==> src/rtl/cla_arb_pkg.sv <==
// Shared types, constants and the round-robin search function for the
// cla_share_arb arbiter and its picker.
package cla_arb_pkg;

  typedef enum logic [1:0] {
    IDLE = 2'd0,
    CALC = 2'd1,
    RESP = 2'd2
  } state_t;

  localparam int CLA_WIDTH = 18;
  localparam int CNT_W     = 16;
  // Largest supported requester count; the search function works on
  // vectors of this width and callers zero-extend into it.
  localparam int MAX_REQ   = 16;

  // Round-robin search: the first valid requester strictly after ptr,
  // wrapping modulo nreq. Returns a one-hot grant (all zero if none valid).
  // Because the search covers nreq positions, ptr itself is tried last,
  // so a lone valid requester is always granted.
  function automatic logic [MAX_REQ-1:0] rr_next(
    input logic [3:0]         ptr,
    input logic [MAX_REQ-1:0] valid,
    input int                 nreq
  );
    logic [MAX_REQ-1:0] grant;
    logic               found;
    int                 idx;
    grant = '0;
    found = 1'b0;
    for (int i = 1; i <= MAX_REQ; i++) begin
      if (i <= nreq) begin
        idx = (int'(ptr) + i) % nreq;
        if (!found && valid[idx[3:0]]) begin
          grant[idx[3:0]] = 1'b1;
          found           = 1'b1;
        end
      end
    end
    return grant;
  endfunction

endpackage

==> src/rtl/cla_rr_pick.sv <==
// Combinational round-robin picker.
// Ports:
//   i_valid  request valid vector
//   i_ptr    index of the most recently granted requester
//   o_grant  one-hot grant (zero when nothing is valid)
//   o_idx    binary index of the granted requester
//   o_any    at least one requester granted
module cla_rr_pick
  import cla_arb_pkg::*;
#(
  parameter int NREQ = 4,
  parameter int ID_W = 2
) (
  input  logic [NREQ-1:0] i_valid,
  input  logic [ID_W-1:0] i_ptr,
  output logic [NREQ-1:0] o_grant,
  output logic [ID_W-1:0] o_idx,
  output logic            o_any
);

  logic [MAX_REQ-1:0] w_valid_ext;
  logic [MAX_REQ-1:0] w_grant_ext;

  assign w_valid_ext = MAX_REQ'(i_valid);
  assign w_grant_ext = rr_next(4'(i_ptr), w_valid_ext, NREQ);

  genvar gi;
  generate
    for (gi = 0; gi < NREQ; gi++) begin : g_grant
      assign o_grant[gi] = w_grant_ext[gi];
    end
  endgenerate

  // Bits above NREQ are always zero, so OR-ing the full vector is safe.
  assign o_any = |w_grant_ext;

  always_comb begin
    o_idx = '0;
    for (int i = 0; i < NREQ; i++) begin
      if (o_grant[i]) o_idx = o_idx | ID_W'(i);
    end
  end

endmodule

==> src/rtl/cla_share_arb.sv <==
// Round-robin arbiter/sequencer sharing one combinational carry-lookahead
// adder among NREQ requesters. Operands are registered before driving the
// adder; the sum is registered and returned with the requester index.
// Optional build macro: CLA_ARB_STATS_EN adds o_carry_cnt and o_busy.
// Ports:
//   i_clk, i_rst              clock, synchronous active-high reset
//   i_req_valid / o_req_ready per-requester handshake (ready one-hot or zero)
//   i_req_add1 / i_req_add2   packed operands, requester k at [k*WIDTH +: WIDTH]
//   o_add1 / o_add2           registered operands to the shared adder
//   i_add_result              adder sum, bit WIDTH is carry-out
//   o_rsp_valid / i_rsp_ready response handshake
//   o_rsp_result / o_rsp_id   registered sum and owning requester index
//   o_carry_cnt, o_busy       (stats build only) saturating carry count, busy
module cla_share_arb
  import cla_arb_pkg::*;
#(
  parameter  int NREQ  = 4,
  parameter  int WIDTH = CLA_WIDTH,
  localparam int ID_W  = $clog2(NREQ)
) (
  input  logic                  i_clk,
  input  logic                  i_rst,
  input  logic [NREQ-1:0]       i_req_valid,
  output logic [NREQ-1:0]       o_req_ready,
  input  logic [NREQ*WIDTH-1:0] i_req_add1,
  input  logic [NREQ*WIDTH-1:0] i_req_add2,
  output logic [WIDTH-1:0]      o_add1,
  output logic [WIDTH-1:0]      o_add2,
  input  logic [WIDTH:0]        i_add_result,
  output logic                  o_rsp_valid,
  input  logic                  i_rsp_ready,
  output logic [WIDTH:0]        o_rsp_result,
  output logic [ID_W-1:0]       o_rsp_id
`ifdef CLA_ARB_STATS_EN
  ,
  output logic [CNT_W-1:0]      o_carry_cnt,
  output logic                  o_busy
`endif
);

  state_t            r_state;
  state_t            w_state_next;
  logic [ID_W-1:0]   r_ptr;
  logic [ID_W-1:0]   r_idx;
  logic [WIDTH-1:0]  r_add1;
  logic [WIDTH-1:0]  r_add2;
  logic              r_rsp_valid;
  logic [WIDTH:0]    r_rsp_result;
  logic [ID_W-1:0]   r_rsp_id;

  logic [NREQ-1:0]   w_grant;
  logic [ID_W-1:0]   w_idx;
  logic              w_any;
  logic              w_grant_en;
  logic              w_accept;
  logic [WIDTH-1:0]  w_op1 [NREQ];
  logic [WIDTH-1:0]  w_op2 [NREQ];

  genvar gi;
  generate
    for (gi = 0; gi < NREQ; gi++) begin : g_unpack
      assign w_op1[gi] = i_req_add1[gi*WIDTH +: WIDTH];
      assign w_op2[gi] = i_req_add2[gi*WIDTH +: WIDTH];
    end
  endgenerate

  cla_rr_pick #(
    .NREQ (NREQ),
    .ID_W (ID_W)
  ) u_pick (
    .i_valid (i_req_valid),
    .i_ptr   (r_ptr),
    .o_grant (w_grant),
    .o_idx   (w_idx),
    .o_any   (w_any)
  );

  // Grants are offered in IDLE, and in RESP only in the cycle the response
  // is consumed, which gives back-to-back accept without a bubble.
  always_comb begin
    w_state_next = r_state;
    w_grant_en   = 1'b0;
    unique case (r_state)
      IDLE: begin
        w_grant_en = 1'b1;
        if (w_any) w_state_next = CALC;
      end
      CALC: w_state_next = RESP;
      RESP: begin
        if (i_rsp_ready) begin
          w_grant_en   = 1'b1;
          w_state_next = w_any ? CALC : IDLE;
        end
      end
      default: w_state_next = IDLE;
    endcase
  end

  assign o_req_ready = w_grant_en ? w_grant : '0;
  assign w_accept    = w_grant_en & w_any;

  always_ff @(posedge i_clk) begin
    if (i_rst) begin
      r_state      <= IDLE;
      r_ptr        <= ID_W'(NREQ - 1);
      r_idx        <= '0;
      r_add1       <= '0;
      r_add2       <= '0;
      r_rsp_valid  <= 1'b0;
      r_rsp_result <= '0;
      r_rsp_id     <= '0;
    end else begin
      r_state <= w_state_next;
      if (w_accept) begin
        r_add1 <= w_op1[w_idx];
        r_add2 <= w_op2[w_idx];
        r_idx  <= w_idx;
        r_ptr  <= w_idx;
      end
      if (r_state == CALC) begin
        r_rsp_result <= i_add_result;
        r_rsp_id     <= r_idx;
        r_rsp_valid  <= 1'b1;
      end else if (r_state == RESP && i_rsp_ready) begin
        r_rsp_valid <= 1'b0;
      end
    end
  end

  assign o_add1       = r_add1;
  assign o_add2       = r_add2;
  assign o_rsp_valid  = r_rsp_valid;
  assign o_rsp_result = r_rsp_result;
  assign o_rsp_id     = r_rsp_id;

`ifdef CLA_ARB_STATS_EN
  logic [CNT_W-1:0] r_carry_cnt;

  always_ff @(posedge i_clk) begin
    if (i_rst) begin
      r_carry_cnt <= '0;
    end else if (r_rsp_valid && i_rsp_ready && r_rsp_result[WIDTH] &&
                 (r_carry_cnt != {CNT_W{1'b1}})) begin
      r_carry_cnt <= r_carry_cnt + 1'b1;
    end
  end

  assign o_carry_cnt = r_carry_cnt;
  assign o_busy      = (r_state != IDLE);
`endif

endmodule

==> config.mk <==
export PLATFORM = sky130hd
export DESIGN_NAME = cla_share_arb
export DESIGN_NICKNAME = d
export VERILOG_FILES = /design/src/rtl/cla_arb_pkg.sv /design/src/rtl/cla_rr_pick.sv /design/src/rtl/cla_share_arb.sv
export SDC_FILE = /design/constraint.sdc
export NUM_CORES = 1
export LEC_CHECK = 0
export ABC_AREA = 1
export ABC_CLOCK_PERIOD_IN_PS = 2570
export CAP_MARGIN = 20
export CELL_PAD_IN_SITES_DETAIL_PLACEMENT = 1
export CELL_PAD_IN_SITES_GLOBAL_PLACEMENT = 2
export CORE_MARGIN = 2
export CORE_UTILIZATION = 17
export CTS_CLUSTER_SIZE = 10
export DETAILED_ROUTE_END_ITERATION = 16
export HOLD_SLACK_MARGIN = 0.06
export PLACE_DENSITY_LB_ADDON = 0.1
export SLEW_MARGIN = 20
export SYNTH_ARGS = -nofsm -noshare
export SYNTH_HDL_FRONTEND = slang
export SYNTH_SLANG_ARGS = --single-unit
==> constraint.sdc <==
create_clock -name i_clk -period 2.57 [get_ports i_clk]
set_input_delay 0.771 -clock i_clk [delete_from_list [all_inputs] [get_ports i_clk]]
set_output_delay 0.771 -clock i_clk [all_outputs]
set_load 0.02 [all_outputs]
==> metrics.yaml, run 1 <==
run_status:
  status: "finished with violations"
  violations: "negative setup slack"
sta:
  max_freq_mhz: 373
  worst_pin_slew_ns: 0.707
  hold_violations: 0
  setup_viol: 4
  slew_violations: 0
  min_period_over_period_pct: 104
  min_period_ns: 2.68
  skew_ns: 0.00799
  worst_slack_ns: -0.111
  rsz0062_at_grt: "yes"
  slew_headroom_pct: 52.8
  tns_ns: -0.340
floorplanning:
  coreArea_um2: 27000
  die_y_um: 170
  die_area_um2: 28800
  rows: 60
  die_w_um: 170
  initial_core_util_pct: 17.3
  io-pin-count: 232
clock_network:
  htreeDepth: 3
  cts_buffer_depth: 2
  cts-root-buf: "clkbuf_16"
  clk_latency_ns: 0.34
  cts.sinks: 64
  cts_buffers: 9
  cts.clk_slew.worst_paths_ns: 0.06
  cts_tree: "built"
yosys:
  synth_cell_types: 28
  synth_fp_nets: 1032
  synth_top_area_cell: "dfxtp_1"
  ys_seq_area_share_pct: 27.4
  netlist_area_um2: 4670
  yosys_warnings: 0
  synth_top_area_share_pct: 27.4
  ys_ff_latch: 64
  syn_area_per_cell_um2: 5.47
  synthTopCellsByArea: "dfxtp_1 (27%), nand2_1 (23%), nor2_1 (21%), inv_1 (10%), nand3_1 (2.5%)"
  synthCells: 854
job:
  max-cap-violations: 0
global_route:
  grt_max_degree: 39
  antenna_found_initial: 1
  grt_pass1_wl_mm: 31.1
  grt_pass1_vias: 5760
  track_usage_pct: 13.9
  grt-ovfl-total: 0
detailed_routing:
  ant_nets: 0
  num_vias: 5579
  drtPass1Iterations: 4
  drc_errors: 0
  routedWlPerCell_um: 14.0
  drt_iter0_drc: 215
  routed_wl_mm: 20.3
  vias_per_cell: 3.84
setup_path:
  r2r-end: "o_add2[13]$_SDFFE_PP0P_"
  worstPathArrival_ns: 1.91
  reg2reg_depth: 19
  cp-start-kind: "register"
  crit_fanout: 4
  worstSetupPathType: "register to output port"
  startpoint: "r_ptr[1]$_SDFFE_PP1P_"
  critical_path_required_ns: 1.80
  r2r_start: "r_ptr[0]$_SDFFE_PP1P_"
  r2r_slack_ns: 0.24
  cp-end-kind: "output port"
place:
  placed_cell_area_um2: 7580
  port_buffers: 231
  dp_hpwl_mm: 15.2
  pre_cts_ws_ns: -0.957
  routabilityCongestion: 0.720
hold_path:
  hold_start: "r_state[0]$_SDFFE_PP0P_"
  hold_end: "r_state[1]$_SDFFE_PP0P_"
  holdPathStages: 1
  hold_path_class: "register to register"
finish:
  area_growth_pct: 72.4
  most-common-layout-cells: "nand2_1 (278), nor2_1 (260), clkdlybuf4s50_1 (223), inv_1 (119), dfxtp_1 (62)"
  multi_input_area_um2: 2680
  final_area_um2: 8050
  nets: 1285
  diodes: 0
  fin_util_pct: 29.9
  seq_area_um2: 1290
  drive_gt1_share_pct: 10.5
  final_common_cell: "nand2_1"
  fill_cells: 3404
power_and_ir_drop:
  irDropWorstVdd_mv: 0.647
  p_leak_nw: 3.98
  fin_total_pwr_mw: 12.5
  p_per_area_nw_per_um2: 1550
-- area by class of cell --
class                   count  area share, %
well taps                 341           5.30
clock inverters             7           1.18
inverters                 129           6.17
multi-input cells         622           33.3
clock buffers               9           2.80
flip-flops and latches     64           16.0
repair buffers            281           35.3
-- sequential cells by signal, summed over array words and instances (netlist names) --
register,flops
o_rsp_valid,1
o_rsp_result,19
o_add2,18
r_state,2
r_ptr,2
o_add1,18
o_rsp_id,2
r_idx,2
-- Yosys cell counts, drive strengths merged --
| cell | n |
|---|---|
| o21ai | 22 |
| ha | 8 |
| dfxtp | 64 |
| nand2 | 290 |
| nand3 | 29 |
| buf | 26 |
| clkbuf | 13 |
| nor2 | 267 |
| inv | 129 |
| a21oi | 4 |
| a31oi | 1 |
| a211oi | 1 |
-- what timing repair did --
item | in CTS | in global routing
hold endpoints to repair | 0 | 0
setup buffers | 3 | 5
hold buffers | 0 | 0
gates cloned | 0 | 2
setup endpoints to repair | 45 | 42
pin swaps | 14 | 4
gates resized for setup | 53 | 6
-- stage by stage --
stage / hold WS [ns] / std cells
after global routing: 0.467 / 1453
final: 0.441 / 1453
after detailed placement: 0.435 / 1427
after global placement: 0.442 / 1427
after CTS: 0.449 / 1446
after floorplan: 0.410 / 854
-- routing by layer --
metal	up-vias	share of wire, %	wire, um	track usage (%)
met5	-	0.064	13	0
met4	2	1.0	213	3.57
met3	13	6.1	1230	4.01
met2	124	47	9530	23.6
met1	2467	46	9350	17.3
li1	2973	-	-	-
-- cell families after synthesis --
| kind of cell | Yosys count | share of synthesized area (%) |
|---|---|---|
| AO/OA/AOI/OAI | 28 | 3.32 |
| adder cells (fa/ha/maj) | 8 | 2.14 |
| buffers and inverters | 168 | 16.7 |
| flip-flops | 64 | 27.4 |
| AND/OR/NAND/NOR | 586 | 50.4 |
-- worst max path at each step --
| stage | end | cells past startpoint |
|---|---|---|
| finish | o_req_ready[1] | 12 |
| global route | o_req_ready[2] | 11 |
| CTS | o_req_ready[2] | 12 |
| detailed placement | o_req_ready[2] | 11 |
| global placement | o_req_ready[2] | 12 |
| floorplan | o_req_ready[1] | 10 |
-- report_power, final --
group          leakage [nW]  switching [mW]  internal (mW)
Combinational          3.29            5.66           3.95
Sequential            0.530           0.170           1.38
Clock                 0.156           0.506          0.851
Total                  3.98            6.34           6.18
-- critical path, stage by stage, from the launching register on --
cell and delay [ns]:
dfxtp_2 0.33, inv_2 0.05, ha_4 0.26, inv_4 0.07, nand3_4 0.09, nand2_4 0.11, nand2_4 0.07, nor2_4 0.13
nand2_2 0.09, nand3_4 0.11, inv_4 0.05, nor2_4 0.10, buf_6 0.12
No activity file was read; power rests on OpenSTA's default activity.
==> inputs of run 2 (changes only) <==
- CORE_MARGIN: 2 -> unset
==> run 2 against run 1 <==
Net effect:
- the run still ends with negative setup slack left
- clock power about the same
- first-iteration DRC count decreased by 23%
- register-to-register slack got worse by 0.22 ns
- combinational power increased by 2%
- cell count about the same
- die area decreased by 2.3%
- via count decreased by 0.25%
- critical path type unchanged
==> metrics.yaml, run 2 (synthesis results as in run 1) <==
job:
  max-cap-violations: 0  # unchanged
clock_network:
  cts_buffer_depth: 2  # unchanged
  clk_latency_ns: 0.34  # about the same
  cts-root-buf: "clkbuf_16"
  cts_buffers: 9  # unchanged
  htreeDepth: 3  # unchanged
  cts_tree: "built"
  cts.sinks: 64  # unchanged
  cts.clk_slew.worst_paths_ns: 0.06  # about the same
  cts_hold_buf: 0  # unchanged
detailed_routing:
  drt_iter0_drc: 166  # -23%
  routed_wl_mm: 20.4  # +0.11%
  drc_errors: 0  # unchanged
  drtPass1Iterations: 4  # unchanged
  num_vias: 5565  # -0.25%
  vias_per_cell: 3.83  # -0.18%
  routedWlPerCell_um: 14.0  # +0.18%
  ant_nets: 0  # unchanged
hold_path:
  hold_path_class: "register to register"
global_route:
  antenna_found_initial: 2  # +1
  grt_pass1_vias: 5631  # -2.2%
  track_usage_pct: 14.3  # +0.36 points
  grt_max_degree: 39  # unchanged
  grt_pass1_wl_mm: 31.1  # about the same
  grt-ovfl-total: 0  # unchanged
setup_path:
  cp-end-kind: "output port"
  cp-start-kind: "register"
  path_cells: "inv_6, ha_4, inv_4, nand3_4, nand2_4, buf_4, nand3_2, nand2_1, inv_2, nand3_2, inv_2, nor2_4, buf_6"
  critical_path_required_ns: 1.80  # about the same
  crit_fanout: 4  # unchanged
  crit_path_top_delay_cell: "dfxtp_4"
  worstSetupPathType: "register to output port"
  worstPathArrival_ns: 1.92  # about the same
  cpPeakStageDelay_ns: 0.36  # +0.03 ns
  cp_top_family: "simple AND/OR/NAND/NOR gates"
  crit_buf_inv: 6  # +2
sta:
  slew_headroom_pct: 50.2  # -2.7 points
  worst_slack_ns: -0.118  # -0.00730 ns
  max_freq_mhz: 372  # -0.27%
  rsz0062_at_grt: "yes"
  worst_pin_slew_ns: 0.747  # +0.0401 ns
  min_period_over_period_pct: 105  # +0.28 points
  setup_viol: 4  # unchanged
  min_period_ns: 2.69  # +0.00730 ns
  hold_violations: 0  # unchanged
  slew_violations: 0  # unchanged
  skew_ns: 0.00680  # -0.00119 ns
finish:
  most-common-layout-cells: "nand2_1 (274), nor2_1 (260), clkdlybuf4s50_1 (223), inv_1 (116), dfxtp_1 (62)"
  fill_cells: 3432  # +0.82%
  final_area_um2: 8120  # +0.81%
  area_growth_pct: 73.8
  largest_reg_flops: 19  # unchanged
  nets: 1283  # -0.16%
  final_common_cell: "nand2_1"
  drive_gt1_share_pct: 11.2  # +0.65 points
  fin_util_pct: 30.1  # +0.24 points
power_and_ir_drop:
  irDropWorstVdd_mv: 0.572  # -12%
  p_per_area_nw_per_um2: 1560  # +0.58%
  p_leak_nw: 3.99  # +0.33%
floorplanning:
  die_y_um: 168  # -1.2%
  coreArea_um2: 27000  # unchanged
  die_w_um: 168  # -1.2%
  die_area_um2: 28100  # -2.3%
  rows: 60  # unchanged
  initial_core_util_pct: 17.3  # unchanged
  io-pin-count: 232  # unchanged
place:
  dp_hpwl_mm: 15.0  # -1.2%
  port_buffers: 231  # unchanged
  routabilityCongestion: 0.723  # +0.44%
  pre_cts_ws_ns: -0.954  # +0.00374 ns
  placed_cell_area_um2: 7530  # -0.66%
run_status:
  violations: "negative setup slack"
  status: "finished with violations"
run 2: changes by cell type in the layout (fill, tap and decap cells not counted), moves of 2 or more:
cell / change
buf_4: -5
buf_6: +2
clkinv_2: -2
inv_1: -3
inv_2: +4
nand2_1: -4
nand2_2: +2
nand3_1: -2
nand3_2: +2
nor2_2: -3
nor2_4: +3
run 2: stage by stage:
stage                     setup TNS [ns]  cells  hold slack (ns)  power, mW
after floorplan                        0    854            0.410       7.51
after global placement            -34.25   1422            0.431       10.6
after detailed placement          -33.96   1422            0.438       10.6
after CTS                         -0.392   1446            0.443       12.4
after global routing               -6.55   1452            0.477       14.3
final                             -0.360   1452            0.442       12.7
run 2: worst reg2reg max path, delay by kind of cell, from the launching register on:
kind | cells | cell delay, ns
AO/OA/AOI/OAI | 1 | 0.24
adder cells (fa/ha/maj) | 1 | 0.26
buffers and inverters | 4 | 0.64
flip-flops | 1 | 0.36
AND/OR/NAND/NOR | 10 | 0.92
run 2: layer usage:
| metal | track usage (%) | vias up | share of wire (%) |
|---|---|---|---|
| met5 | 0 | - | 0.064 |
| li1 | - | 2976 | - |
| met2 | 23.6 | 130 | 47 |
| met1 | 18.1 | 2443 | 47 |
| met3 | 4.28 | 14 | 5.5 |
| met4 | 3.51 | 2 | 0.98 |
run 2: final timing paths:
path         cells past startpoint                       to               startpoint  slack [ns]
max                             13           o_req_ready[3]    r_ptr[0]$_SDFFE_PP1P_       -0.12
min                              1  r_state[1]$_SDFFE_PP0P_  r_state[0]$_SDFFE_PP0P_        0.44
max reg2reg                     16  o_add2[13]$_SDFFE_PP0P_    r_ptr[0]$_SDFFE_PP1P_        0.02
min reg2reg                      1  r_state[1]$_SDFFE_PP0P_  r_state[0]$_SDFFE_PP0P_        0.44
run 2: layout make-up:
type,instances,area [um2],share of cell area (%)
repair buffers,279,2850,35.1
multi-input cells,622,2730,33.6
flip-flops and latches,64,1290,15.8
inverters,129,494,6.09
well taps,341,427,5.26
clock buffers,9,225,2.77
clock inverters,7,103,1.26
diodes,1,2.50,0.0308
run 2: report_power, final:
group | total [mW] | internal [mW] | switching [mW]
logic | 9.77 | 4.01 | 5.76
clock network | 1.37 | 0.860 | 0.512
registers | 1.55 | 1.38 | 0.174
total | 12.7 | 6.25 | 6.44
run 2: repair_timing:
action | 4_1_cts | 5_1_grt
endpoints found under the setup margin | 45 | 45
setup buffers | 8 | 1
cloned | 0 | 4
resized for setup | 58 | 17
pin swaps | 14 | 7
==> inputs of run 3 (changes only) <==
- CORE_UTILIZATION: 17 -> 27
- CTS_CLUSTER_SIZE: 10 -> 12
- DONT_BUFFER_PORTS: unset -> 1
==> run 3 against run 2 <==
Net effect:
- largest cell class is now multi-input combinational cells
- combinational power shrank 18%
- fmax up 4.1%
- the run still ends with negative setup slack left
- final area fell by 32%
- sequential power grew 31%
- largest power group unchanged
==> metrics.yaml, run 3 (synthesis results as in run 1) <==
finish:
  final_area_um2: 5520  # -32%
  area_growth_pct: 18.2
  largest_reg_flops: 19  # unchanged
  fill_cells: 2255  # -34%
  diodes: 0  # -1
  final_common_cell: "nand2_1"
  nets: 1042  # -19%
  fin_cells: 1089  # -25%
  drive_gt1_share_pct: 11.4  # +0.22 points
  most-common-layout-cells: "nand2_1 (277), nor2_1 (260), inv_1 (119), dfxtp_1 (62), buf_4 (24)"
power_and_ir_drop:
  pwr-share-seq_pct: 18.1  # +5.9 points
  irDropWorstVdd_mv: 0.788  # +38%
  pwr-share-clk_pct: 10.3  # -0.5 points
  power_switching_mw: 6.15  # -4.6%
  intPower_mw: 5.07  # -19%
  sw_frac_of_total_pct: 54.8  # +4.0 points
  p_per_area_nw_per_um2: 2030  # +30%
  p_leak_nw: 3.01  # -25%
  comb_power_share_pct: 71.6  # -5.4 points
  fin_total_pwr_mw: 11.2  # -12%
setup_path:
  worstSetupPathType: "register to output port"
  cp-start-kind: "register"
  crit_fanout: 4  # unchanged
  r2r_slack_ns: 0.14  # +0.12 ns
  cp.depth: 11  # -2
  path_cells: "inv_2, ha_4, inv_4, nand3_2, nand2_2, nand2_2, nor2_4, nand2_1, nand3_2, inv_2, nor2_4"
  startpoint: "r_ptr[1]$_SDFFE_PP1P_"
  cp_top_family: "simple AND/OR/NAND/NOR gates"
  critical_path_required_ns: 1.80  # about the same
  r2r-end: "o_add1[12]$_SDFFE_PP0P_"
  endpoint: "o_req_ready[2]"
  worstPathArrival_ns: 1.81  # -0.11 ns
  crit_path_top_delay_cell: "dfxtp_2"
  cpPeakStageDelay_ns: 0.33  # -0.03 ns
  r2r_start: "r_ptr[0]$_SDFFE_PP1P_"
  crit_buf_inv: 3  # -3
  reg2reg_depth: 18  # +2
  cp-end-kind: "output port"
clock_network:
  cts.sinks: 64  # unchanged
  cts_buffer_depth: 2  # unchanged
  htreeDepth: 3  # unchanged
  cts_tree: "built"
  cts_hold_buf: 0  # unchanged
  clk_latency_ns: 0.34  # about the same
  cts.clk_slew.worst_paths_ns: 0.05  # about the same
  cts_buffers: 9  # unchanged
  cts-root-buf: "clkbuf_16"
place:
  port_buffers: 0  # -100%
  routabilityCongestion: 0.765  # +5.7%
  dp_hpwl_mm: 11.9  # -20%
  place_inst: 1056  # -26%
  placed_cell_area_um2: 4970  # -34%
detailed_routing:
  drtPass1Iterations: 4  # unchanged
  drc_errors: 0  # unchanged
  ant_nets: 0  # unchanged
  vias_per_cell: 4.45  # +16%
  drt_iter0_drc: 153  # -7.8%
  num_vias: 4842  # -13%
  routed_wl_mm: 16.7  # -18%
  routedWlPerCell_um: 15.4  # +9.4%
sta:
  tns_ns: -0.0114  # +0.348 ns
  hold_ws_ns: 0.450  # +0.00801 ns
  setup_viol: 1  # -3
  slew_headroom_pct: 55.2  # +5.1 points
  max_freq_mhz: 387  # +4.1%
  worst_slack_ns: -0.0114  # +0.107 ns
  skew_ns: 0.00933  # +0.00253 ns
  worst_pin_slew_ns: 0.671  # -0.0758 ns
  min_period_ns: 2.58  # -0.107 ns
  slew_violations: 0  # unchanged
  hold_violations: 0  # unchanged
  min_period_over_period_pct: 100  # -4.2 points
  rsz0062_at_grt: "yes"
global_route:
  grt_max_degree: 47  # +21%
  antenna_found_initial: 0  # -2
  grt_pass1_vias: 4941  # -12%
  track_usage_pct: 18.0  # +3.7 points
  grt_pass1_wl_mm: 24.9  # -20%
  grt-ovfl-total: 0  # unchanged
hold_path:
  hold_start: "r_state[0]$_SDFFE_PP0P_"
  hold_path_class: "register to register"
floorplanning:
  coreArea_um2: 16800  # -38%
  io-pin-count: 232  # unchanged
  initial_core_util_pct: 27.9  # +11 points
  die_w_um: 134  # -20%
  die_y_um: 134  # -20%
  die_area_um2: 17800  # -37%
  rows: 47  # -22%
run_status:
  violations: "negative setup slack"
  status: "finished with violations"
job:
  max-cap-violations: 0  # unchanged
## run 3: cell types whose count changed in the layout (fill, tap and decap cells not counted), moves of 3 or more
cell,before,now
buf_2,4,0
buf_6,6,0
inv_2,10,6
inv_1,116,119
clkdlybuf4s50_1,223,0
buf_4,32,24
nand2_1,274,277
## run 3: per-layer routing
| metal | wire length, um | track usage [%] | vias up |
|---|---|---|---|
| li1 | - | - | 2491 |
| met1 | 6850 | 19.0 | 2212 |
| met2 | 8390 | 32.5 | 124 |
| met3 | 1300 | 7.61 | 15 |
| met4 | 178 | 4.42 | 0 |
| met5 | 0 | 0 | - |
## run 3: worst min-delay path by stage
| stage | depth (start not counted) | slack [ns] | end |
|---|---|---|---|
| 2_1_floorplan | 1 | 0.41 | r_state[1]$_SDFFE_PP0P_ |
| 3_3_place_gp | 1 | 0.42 | r_state[1]$_SDFFE_PP0P_ |
| 3_5_place_dp | 1 | 0.45 | r_state[1]$_SDFFE_PP0P_ |
| 4_1_cts | 1 | 0.45 | r_state[1]$_SDFFE_PP0P_ |
| 5_1_grt | 1 | 0.46 | r_state[1]$_SDFFE_PP0P_ |
| 6_report | 1 | 0.45 | r_state[1]$_SDFFE_PP0P_ |
## run 3: what timing repair did
action                                  4_1_cts  5_1_grt
gates resized for setup                      15        6
pin swaps                                     5        5
cloned                                        0        4
endpoints found under the setup margin        4       19
buffers inserted                              5        8
endpoints found under the hold margin         0        0
## run 3: cell type report
type / instances / area (um2) / area share (%)
Inverter: 129 / 497 / 9.00
Clock inverter: 6 / 45.0 / 0.816
Tap cell: 220 / 275 / 4.99
Timing Repair Buffer: 37 / 455 / 8.25
Multi-Input combinational cell: 623 / 2720 / 49.3
Clock buffer: 10 / 239 / 4.33
Sequential cell: 64 / 1290 / 23.3
## run 3: power groups by stage
stage	clock network (mW)	registers, mW	logic, mW
after detailed placement	0	2.06	7.29
after global routing	1.24	2.08	9.19
after floorplan	0	1.95	5.56
final	1.15	2.03	8.04
after CTS	1.20	2.04	7.49
after global placement	0	2.05	7.13
## run 3: per-stage QoR
| stage | utilization, % | setup slack, ns |
|---|---|---|
| after CTS | 31.9 | -0.0412 |
| after detailed placement | 29.7 | 0.0257 |
| final | 32.9 | -0.0114 |
| after global routing | 32.9 | -0.139 |
| after global placement | 29.7 | 0.0607 |
| after floorplan | - | 0.0345 |
